--- src/rtl/mux_scan_pkg.sv ---
// Shared types and constants for the 4:1 mux scan sampler.
package mux_scan_pkg;

  localparam int unsigned NCH   = 4;
  localparam int unsigned SEL_W = 2;

  typedef enum logic [1:0] {
    IDLE,
    DWELL_ST,
    DONE_ST
  } state_t;

endpackage

--- src/rtl/next_ch_find.sv ---
// Combinational priority finder: lowest set mask bit strictly above idx,
// or the lowest set bit overall when first is high.
module next_ch_find
  import mux_scan_pkg::*;
(
  input  logic [NCH-1:0]   mask,
  input  logic [SEL_W-1:0] idx,
  input  logic             first,
  output logic [SEL_W-1:0] nxt,
  output logic             found
);

  // Walk from the top down so the lowest qualifying channel is the last written.
  always_comb begin
    nxt   = '0;
    found = 1'b0;
    for (int unsigned i = NCH; i > 0; i--) begin
      if (mask[i-1] && (first || (SEL_W'(i-1) > idx))) begin
        nxt   = SEL_W'(i-1);
        found = 1'b1;
      end
    end
  end

endmodule

--- src/rtl/mux_scan_sampler.sv ---
// Scans enabled channels of an external 4:1 mux in ascending order, holding
// each select for DWELL cycles, and captures the mux output into sample.
module mux_scan_sampler
  import mux_scan_pkg::*;
#(
  parameter int unsigned DWELL = 2,
  parameter int unsigned CNT_W = 8
) (
  input  logic           clk,
  input  logic           rst,
  input  logic           start,
  input  logic           abort,
  input  logic [NCH-1:0] ch_mask,
  input  logic           mux_out,
  output logic           s0,
  output logic           s1,
  output logic           busy,
  output logic           done,
  output logic [NCH-1:0] sample
);

  localparam logic [CNT_W-1:0] CNT_LAST = CNT_W'(DWELL - 1);

  state_t           state;
  state_t           state_d;
  logic [CNT_W-1:0] cnt;
  logic [SEL_W-1:0] ch;
  logic [SEL_W-1:0] nxt;
  logic [NCH-1:0]   mask_q;
  logic [NCH-1:0]   find_mask;
  logic             found;
  logic             in_idle;
  logic             dwell_end;

  assign in_idle   = (state == IDLE);
  assign dwell_end = (state == DWELL_ST) && (cnt == CNT_LAST);

  // In IDLE the finder looks at the live mask from index "-1" to pick the
  // first channel; during a scan it steps through the latched mask.
  assign find_mask = in_idle ? ch_mask : mask_q;

  next_ch_find u_find (
    .mask  (find_mask),
    .idx   (ch),
    .first (in_idle),
    .nxt   (nxt),
    .found (found)
  );

  // Next-state logic; abort returns to IDLE from any state.
  always_comb begin
    state_d = state;
    if (abort) begin
      state_d = IDLE;
    end else begin
      case (state)
        IDLE:     if (start) state_d = found ? DWELL_ST : DONE_ST;
        DWELL_ST: if (dwell_end && !found) state_d = DONE_ST;
        DONE_ST:  state_d = IDLE;
        default:  state_d = IDLE;
      endcase
    end
  end

  // State register.
  always_ff @(posedge clk) begin
    if (rst) state <= IDLE;
    else     state <= state_d;
  end

  // Datapath: mask latch, select, dwell counter and capture; abort freezes it.
  always_ff @(posedge clk) begin
    if (rst) begin
      cnt    <= '0;
      ch     <= '0;
      mask_q <= '0;
      sample <= '0;
    end else if (!abort) begin
      if (in_idle && start) begin
        sample <= '0;
        if (found) begin
          mask_q <= ch_mask;
          ch     <= nxt;
          cnt    <= '0;
        end
      end else if (state == DWELL_ST) begin
        if (dwell_end) begin
          sample[ch] <= mux_out;
          cnt        <= '0;
          if (found) ch <= nxt;
        end else begin
          cnt <= cnt + 1'b1;
        end
      end
    end
  end

  // Select pair carries the channel index MSB-first; status decodes the state.
  assign s0   = ch[1];
  assign s1   = ch[0];
  assign busy = (state == DWELL_ST);
  assign done = (state == DONE_ST);

endmodule

--- config.mk ---
export PLATFORM = sky130hd
export DESIGN_NAME = mux_scan_sampler
export DESIGN_NICKNAME = d
export VERILOG_FILES = /design/src/rtl/mux_scan_pkg.sv /design/src/rtl/next_ch_find.sv /design/src/rtl/mux_scan_sampler.sv
export SDC_FILE = /design/constraint.sdc
export NUM_CORES = 1
export LEC_CHECK = 0
export ABC_AREA = 1
export BUFFER_PORTS_ARGS = -buffer_cell sky130_fd_sc_hd__buf_2
export CORE_UTILIZATION = 40
export CTS_CLUSTER_DIAMETER = 50
export CTS_CLUSTER_SIZE = 28
export DETAILED_ROUTE_END_ITERATION = 6
export GPL_ROUTABILITY_DRIVEN = 0
export PLACE_DENSITY = 0.61
export SETUP_SLACK_MARGIN = 0.15
export SLEW_MARGIN = 25
export SYNTH_ARGS = -nofsm -noshare
export SYNTH_HDL_FRONTEND = slang
export SYNTH_HIERARCHICAL = 1
export SYNTH_SLANG_ARGS = --single-unit
export TNS_END_PERCENT = 20
--- constraint.sdc ---
create_clock -name clk -period 1.62 [get_ports clk]
set_input_delay 0 -clock clk [delete_from_list [all_inputs] [get_ports clk]]
set_output_delay 0 -clock clk [all_outputs]
set_load 0.02 [all_outputs]
==> results of run 1 <==
worst paths after layout:
| path | to | cells after the start |
|---|---|---|
| hold / removal | sample[3] | 5 |
| hold reg to reg | sample[0] | 2 |
| setup / recovery | cnt[6] | 15 |
| setup reg to reg | cnt[6] | 15 |
logic make-up after synthesis:
family                   after synthesis  share of synthesized area, %
adder cells (fa/ha/maj)                2                         2.081
AO/OA/AOI/OAI                         20                         9.054
buffers and inverters                 28                         10.40
AND/OR/NAND/NOR                      116                         45.16
flip-flops                            20                         33.30
metrics by stage:
| stage | setup WS (ns) | setup TNS (ns) | cells | hold WS [ns] | cell area [sq um] |
|---|---|---|---|---|---|
| CTS | 0.06343 | 0 | 253 | 0.09629 | 1570 |
| global route | -0.1212 | -0.6300 | 255 | 0.09362 | 1633 |
| finish | 0.04138 | 0 | 255 | 0.09035 | 1633 |
| global placement | 0.01493 | 0 | 239 | 0.2755 | 1386 |
| detailed placement | -0.05017 | -0.2097 | 239 | 0.2741 | 1386 |
| floorplan | 0.1059 | 0 | 186 | 0.06907 | 1231 |
tightest hold or removal path, cell delays in order:
cell	delay (ns)
buf_2	0.09
inv_1	0.05
nor2_2	0.05
nand4_1	0.08
a21oi_1	0.06
Yosys cell counts (2+ instances only):
| cell | n | area share (%) |
|---|---|---|
| inv_2 | 6 | 1.9 |
| a21oi_1 | 9 | 3.7 |
| o21ai_0 | 8 | 3.3 |
| nand3_1 | 15 | 6.2 |
| nand2_1 | 51 | 16 |
| nor2_1 | 31 | 9.7 |
| inv_1 | 19 | 5.9 |
| ha_1 | 2 | 2.1 |
| nand4_1 | 6 | 3.1 |
| nand2_2 | 3 | 1.6 |
| nor2_2 | 2 | 1.0 |
| dfxtp_1 | 20 | 33 |
| nand2_4 | 2 | 1.9 |
flip-flops by register name, indices dropped and copies added (netlist names):
| signal | cells |
|---|---|
| cnt | 8 |
| mask_q | 4 |
| sample | 4 |
| ch | 2 |
| state | 2 |
cell type report:
class	instances	area, sq um
inverters	25	106.4
fillers	276	1172
clock buffers	3	22.52
repair buffers	37	256.5
flip-flops and latches	20	404.1
well taps	31	38.79
multi-input cells	139	804.5
repair_timing:
action / in CTS / in global routing
hold buffers: 6 / 0
cloned: 1 / 0
pin swaps: 12 / 20
hold endpoints to repair: 11 / 0
setup buffers: 4 / 2
resized for setup: 19 / 13
endpoints found under the setup margin: 15 / 20
layer usage:
layer | vias up | wire, um | global-route usage (%) | part of all wire (%)
li1 | 673 | - | - | -
met1 | 608 | 1288 | 22.38 | 43
met2 | 24 | 1533 | 35.20 | 52
met3 | 6 | 90 | 2.535 | 3.0
met4 | 0 | 57 | 10.45 | 1.9
met5 | - | 0 | 0 | 0
power breakdown:
group | total, mW | switching (mW) | leakage, nW | internal [mW]
clock | 0.230 | 0.143 | 0.0138 | 0.0864
combinational | 0.337 | 0.201 | 0.570 | 0.136
sequential | 0.527 | 0.0151 | 0.164 | 0.512
==> impl_metrics.csv, run 1 <==
group,metric,value,unit
run_status,status,"completed",
setup_path,slowest_delay,0.33,ns
setup_path,path_buf_inv,3,
placed_design,port-buffer-count,16,
clocking,clkTransAtPathRegs,0.11,ns
synth,synthDistinctLibCells,25,
timing,setup_viol,0,
synth,syn_nets,197,
worst_hold_path,hold_path.startpoint,"mux_out",
setup_path,worstPathCellList,"inv_2 -> nand2_4 -> inv_6 -> nand2_2 -> nand2_2 -> nand2_2 -> nand2_2 -> inv_2 -> nand3_4 -> nand3_4 -> nand2_8 -> nand3_4 -> nand2_2 -> nand2_1 -> nor2_1",
clocking,cts_made_buffers,3,
timing,hold_viol,0,
synth,synthCells,186,
cells_and_area,utilization,58.21,%
setup_path,cp-end-kind,"flop",
setup_path,arrival,1.81,ns
clocking,worst_skew_pair.late_latency,0.29,ns
timing,maxSlewHeadroom,66.26,%
setup_path,cpMostUsedCell,"nand2_2",
grt,grt_pass1_wl,4.899,mm
cells_and_area,syn2layout_area_growth,35.80,%
clocking,cts_root_buf,"clkbuf_4",
cells_and_area,final_nets,237,
run,max_cap_viol_count,0,
route,drtAntennaViolNets,0,
synth,ys_warn_count,6,
timing,maxSlewViolCount,0,
route,drt-pass1-iter-count,4,
route,drt_iter0_drc,47,
route,wl,2.970,mm
setup_path,crit_path_max_fanout,7,
floorplan,core_area,2805,sq um
placed_design,place_hpwl,2.179,mm
timing,fin_skew,0.008246,ns
timing,rsz0062_at_grt,"true",
setup_path,critical_path_class,"flop to flop",
setup_path,ff2ff_setup_slack,0.04,ns
floorplan,initial_utilization,42.86,%
floorplan,die_area,3229,sq um
synth,ys_ff_latch,20,
floorplan,die_h,56.83,um
grt,grt_start_max_net_pins,13,
route,wire_per_inst,11.65,um
grt,grtUsageTotal,19.60,%
synth,synthFlopType,"dfxtp_1",
clocking,cts_tree,"built",
power_and_ir_drop,vdd_drop_max,0.0004121,V
timing,timing.fmax,0.6335,GHz
synth,synth-edff-count,0,
cells_and_area,final_common_cell,"nand2_1",
power_and_ir_drop,powerDensity,669.7,nW/um^2
setup_path,critPathTopFamily,"simple AND/OR/NAND/NOR gates",
clocking,cts.path.max_buffers,2,
synth,ys_seq_area_share,33.30,%
synth,postSynthAreaPerCell,6.465,sq um
synth,netlist_area,1202,sq um
setup_path,critPathLaunch,"state[1]",
setup_path,crit_required,1.85,ns
timing,min_period_over_period,97.45,%
setup_path,cp_slowest_cell,"dfxtp_2",
setup_path,worst_setup_path_start_kind,"flop",
floorplan,rows,19,
power_and_ir_drop,p_leak,0.7471,nW
timing,worstMarginPinSlew,0.5015,ns
worst_hold_path,hold_path_class,"input pin to flop",
grt,grt_pass1_vias,1204,
grt,antenna_found_initial,0,
setup_path,rr_startpoint,"state[1]",
cells_and_area,drive_above_1_share,36.61,%
power_and_ir_drop,finalPower,1.094,mW
route,drc_errors,0,
route,route.vias.total,1311,
clocking,cts_sinks,20,
grt,grt_overflow,0,
cells_and_area,final_cell_mix,"nand2_1, nor2_1, dfxtp_1, inv_1, buf_2",
floorplan,fp.dieW,56.83,um
clocking,cts_max_level,1,
timing,fin_crit,1.579,ns
cells_and_area,antenna_cells,0,
synth,asyncSetResetFlopFracSynth,0,%
route,drt-vias-per-instance,5.141,
floorplan,io-pin-count,17,
No activity file was read; power rests on OpenSTA's default activity.
==> run 2, diff against run 1 <==
--- a/config.mk
+++ b/config.mk
@@ -6,5 +6,5 @@
 export NUM_CORES = 1
 export LEC_CHECK = 0
-export ABC_AREA = 1
+export ABC_AREA = 0
 export BUFFER_PORTS_ARGS = -buffer_cell sky130_fd_sc_hd__buf_2
 export CORE_UTILIZATION = 40
@@ -13,5 +13,5 @@
 export DETAILED_ROUTE_END_ITERATION = 6
 export GPL_ROUTABILITY_DRIVEN = 0
-export PLACE_DENSITY = 0.61
+export PLACE_DENSITY = 0.62
 export SETUP_SLACK_MARGIN = 0.15
 export SLEW_MARGIN = 25
==> constraint.sdc (replaced) <==
create_clock -name clk -period 1.62 [get_ports clk]
set_input_delay 0 -clock clk [delete_from_list [all_inputs] [get_ports clk]]
set_output_delay 0 -clock clk [all_outputs]
set_load 0.01 [all_outputs]
==> impl_metrics.csv, run 2 <==
group,metric,value,unit
run_status,status,"finished, violations left",
run_status,failed_checks,"negative setup slack",
timing,rsz0062_at_grt,"true",
grt,grt_start_max_net_pins,12,
setup_path,critical_path_class,"flop to flop",
cells_and_area,syn2layout_area_growth,35.33,%
grt,grt_pass1_vias,1009,
grt,grtUsageTotal,17.81,%
grt,grt_overflow,0,
route,drtAntennaViolNets,0,
floorplan,fp.dieW,55.56,um
route,drt-pass1-iter-count,4,
grt,grt_pass1_wl,4.367,mm
power_and_ir_drop,powerDensity,696.6,nW/um^2
synth,synth-edff-count,0,
clocking,cts_tree,"built",
clocking,cts_root_buf,"clkbuf_4",
cells_and_area,final_nets,170,
synth,synthCells,120,
cells_and_area,drive_above_1_share,41.14,%
route,route.vias.total,1021,
route,drt_iter0_drc,48,
route,drt-vias-per-instance,5.402,
clocking,clkTransAtPathRegs,0.12,ns
synth,synth.most_common_cell,"dfxtp_1",
clocking,cts_sinks,20,
synth,synth.area.top_cells,"dfxtp_1, nor2_1, mux2i_1, nand2b_1, mux2_2",
cells_and_area,utilization,56.80,%
synth,ys_seq_area_share,34.90,%
synth,synthFlopType,"dfxtp_1",
grt,antenna_found_initial,0,
floorplan,core_area,2734,sq um
worst_hold_path,hold_path_class,"input pin to flop",
timing,setup_ws,-0.4703,ns
setup_path,crit_required,1.83,ns
synth,postSynthAreaPerCell,9.561,sq um
synth,synth_top_cell_by_area,"dfxtp_1",
timing,fin_skew,0.005596,ns
floorplan,die_area,3086,sq um
cells_and_area,layout.cells.non_filler,189,
timing,min_period_over_period,129.0,%
route,drc_errors,0,
setup_path,crit_path_max_fanout,4,
synth,ys_ff_latch,20,
placed_design,place_hpwl,1.974,mm
placed_design,pre_cts_slack,-0.5166,ns
power_and_ir_drop,vdd_drop_max,0.0004889,V
timing,fin_crit,2.090,ns
synth,netlist_area,1147,sq um
timing,maxSlewHeadroom,68.03,%
synth,asyncSetResetFlopFracSynth,0,%
clocking,cts_made_buffers,3,
setup_path,arrival,2.30,ns
floorplan,rows,19,
cells_and_area,final_common_cell,"dfxtp_1",
floorplan,io-pin-count,17,
power_and_ir_drop,finalPower,1.082,mW
route,wl,2.658,mm
timing,worstMarginPinSlew,0.4759,ns
setup_path,worst_setup_path_start_kind,"flop",
floorplan,die_h,55.56,um
power_and_ir_drop,p_leak,0.6425,nW
timing,timing.fmax,0.4784,GHz
cells_and_area,largest_reg_flops,8,
cells_and_area,final_cell_mix,"dfxtp_1, nor2_1, buf_2, buf_4, nand2b_1",
route,wire_per_inst,14.06,um
timing,setup_viol,16,
timing,maxSlewViolCount,0,
cells_and_area,antenna_cells,0,
synth,synthDistinctLibCells,41,
synth,ys_warn_count,6,
timing,hold_viol,0,
cells_and_area,reg_top3,"cnt: 8 flops, mask_q: 4 flops, sample: 4 flops",
clocking,worst_skew_pair.late_latency,0.30,ns
clocking,cts.path.max_buffers,2,
setup_path,cp-end-kind,"flop",
synth,yosysTopAreaCellShare,34.90,%
placed_design,placed_cells,179,
floorplan,initial_utilization,41.97,%
clocking,cts_max_level,1,
timing,whs,0.04506,ns
placed_design,port-buffer-count,16,
synth,syn_nets,131,
run,max_cap_viol_count,0,
synth,yosys-top-cells-count,"dfxtp_1, nor2_1, nand2b_1",
cells_and_area,regMostFlops,"cnt",
## run 2: cell types whose count changed in the layout (fill, tap and decap cells not counted), moves of 5 or more
cell,change
inv_1,-11
nand3_1,-10
nand2_2,-13
nand2_1,-36
nor2_1,-12
o21ai_0,-7
a21oi_1,-5
mux2i_1,+7
nand2b_1,+11
inv_2,-5
## run 2: final cells by class
cell class,count,area [sq um]
well taps,31,38.79
inverters,5,18.77
repair buffers,36,255.2
fillers,250,1181
multi-input cells,93,802.0
clock buffers,4,36.28
flip-flops and latches,20,401.6
## run 2: cells by family after synthesis
logic type	after synthesis	synth area share, %
buffers and inverters	7	2.944
AOI/OAI and AO/OA	20	13.63
adders and majority gates	2	2.181
DFF	20	34.90
muxes	11	10.03
xor gates and xnor gates	7	5.344
and+or+nand+nor	53	30.97
## run 2: final timing paths
kind / startpoint / end / cells after the start / slack (ns)
worst max-delay path: state[1] / cnt[7] / 9 / -0.47
worst min-delay path: mux_out / sample[3] / 3 / 0.05
worst max register to register: state[1] / cnt[7] / 9 / -0.47
worst min register to register: sample[3] / sample[3] / 2 / 0.49
## run 2: metrics by stage
step / cell area [sq um] / setup TNS (ns)
after floorplan: 1177 / -6.804
after global placement: 1399 / -6.346
after detailed placement: 1399 / -7.416
after CTS: 1531 / -6.984
after global routing: 1553 / -8.575
final: 1553 / -6.624
## run 2: what timing repair did
item / in CTS / in global routing
resized for setup: 7 / 4
endpoints found under the hold margin: 4 / 0
hold buffers: 5 / 0
pin swaps: 5 / 7
buffers inserted: 1 / 0
setup endpoints to repair: 17 / 20
## run 2: metal layers
layer	global-route usage, %	share of wire, %
met1	22.75	44
met2	29.43	48
met3	2.576	5.0
met4	8.571	2.5
met5	0	0
## run 2: power breakdown
group,internal [mW],switching [mW],total [mW]
sequential,0.507,0.0124,0.519
combinational,0.137,0.127,0.264
clock,0.137,0.161,0.298
## run 2: critical path: stages (launching register included)
cell and delay (ns):
dfxtp_2 0.35, nor2_4 0.15, mux2_4 0.32, nor2b_4 0.13
o32ai_2 0.25, nand2b_1 0.16, a21oi_2 0.20, and4bb_2 0.27
xnor2_2 0.12, nor2_1 0.05
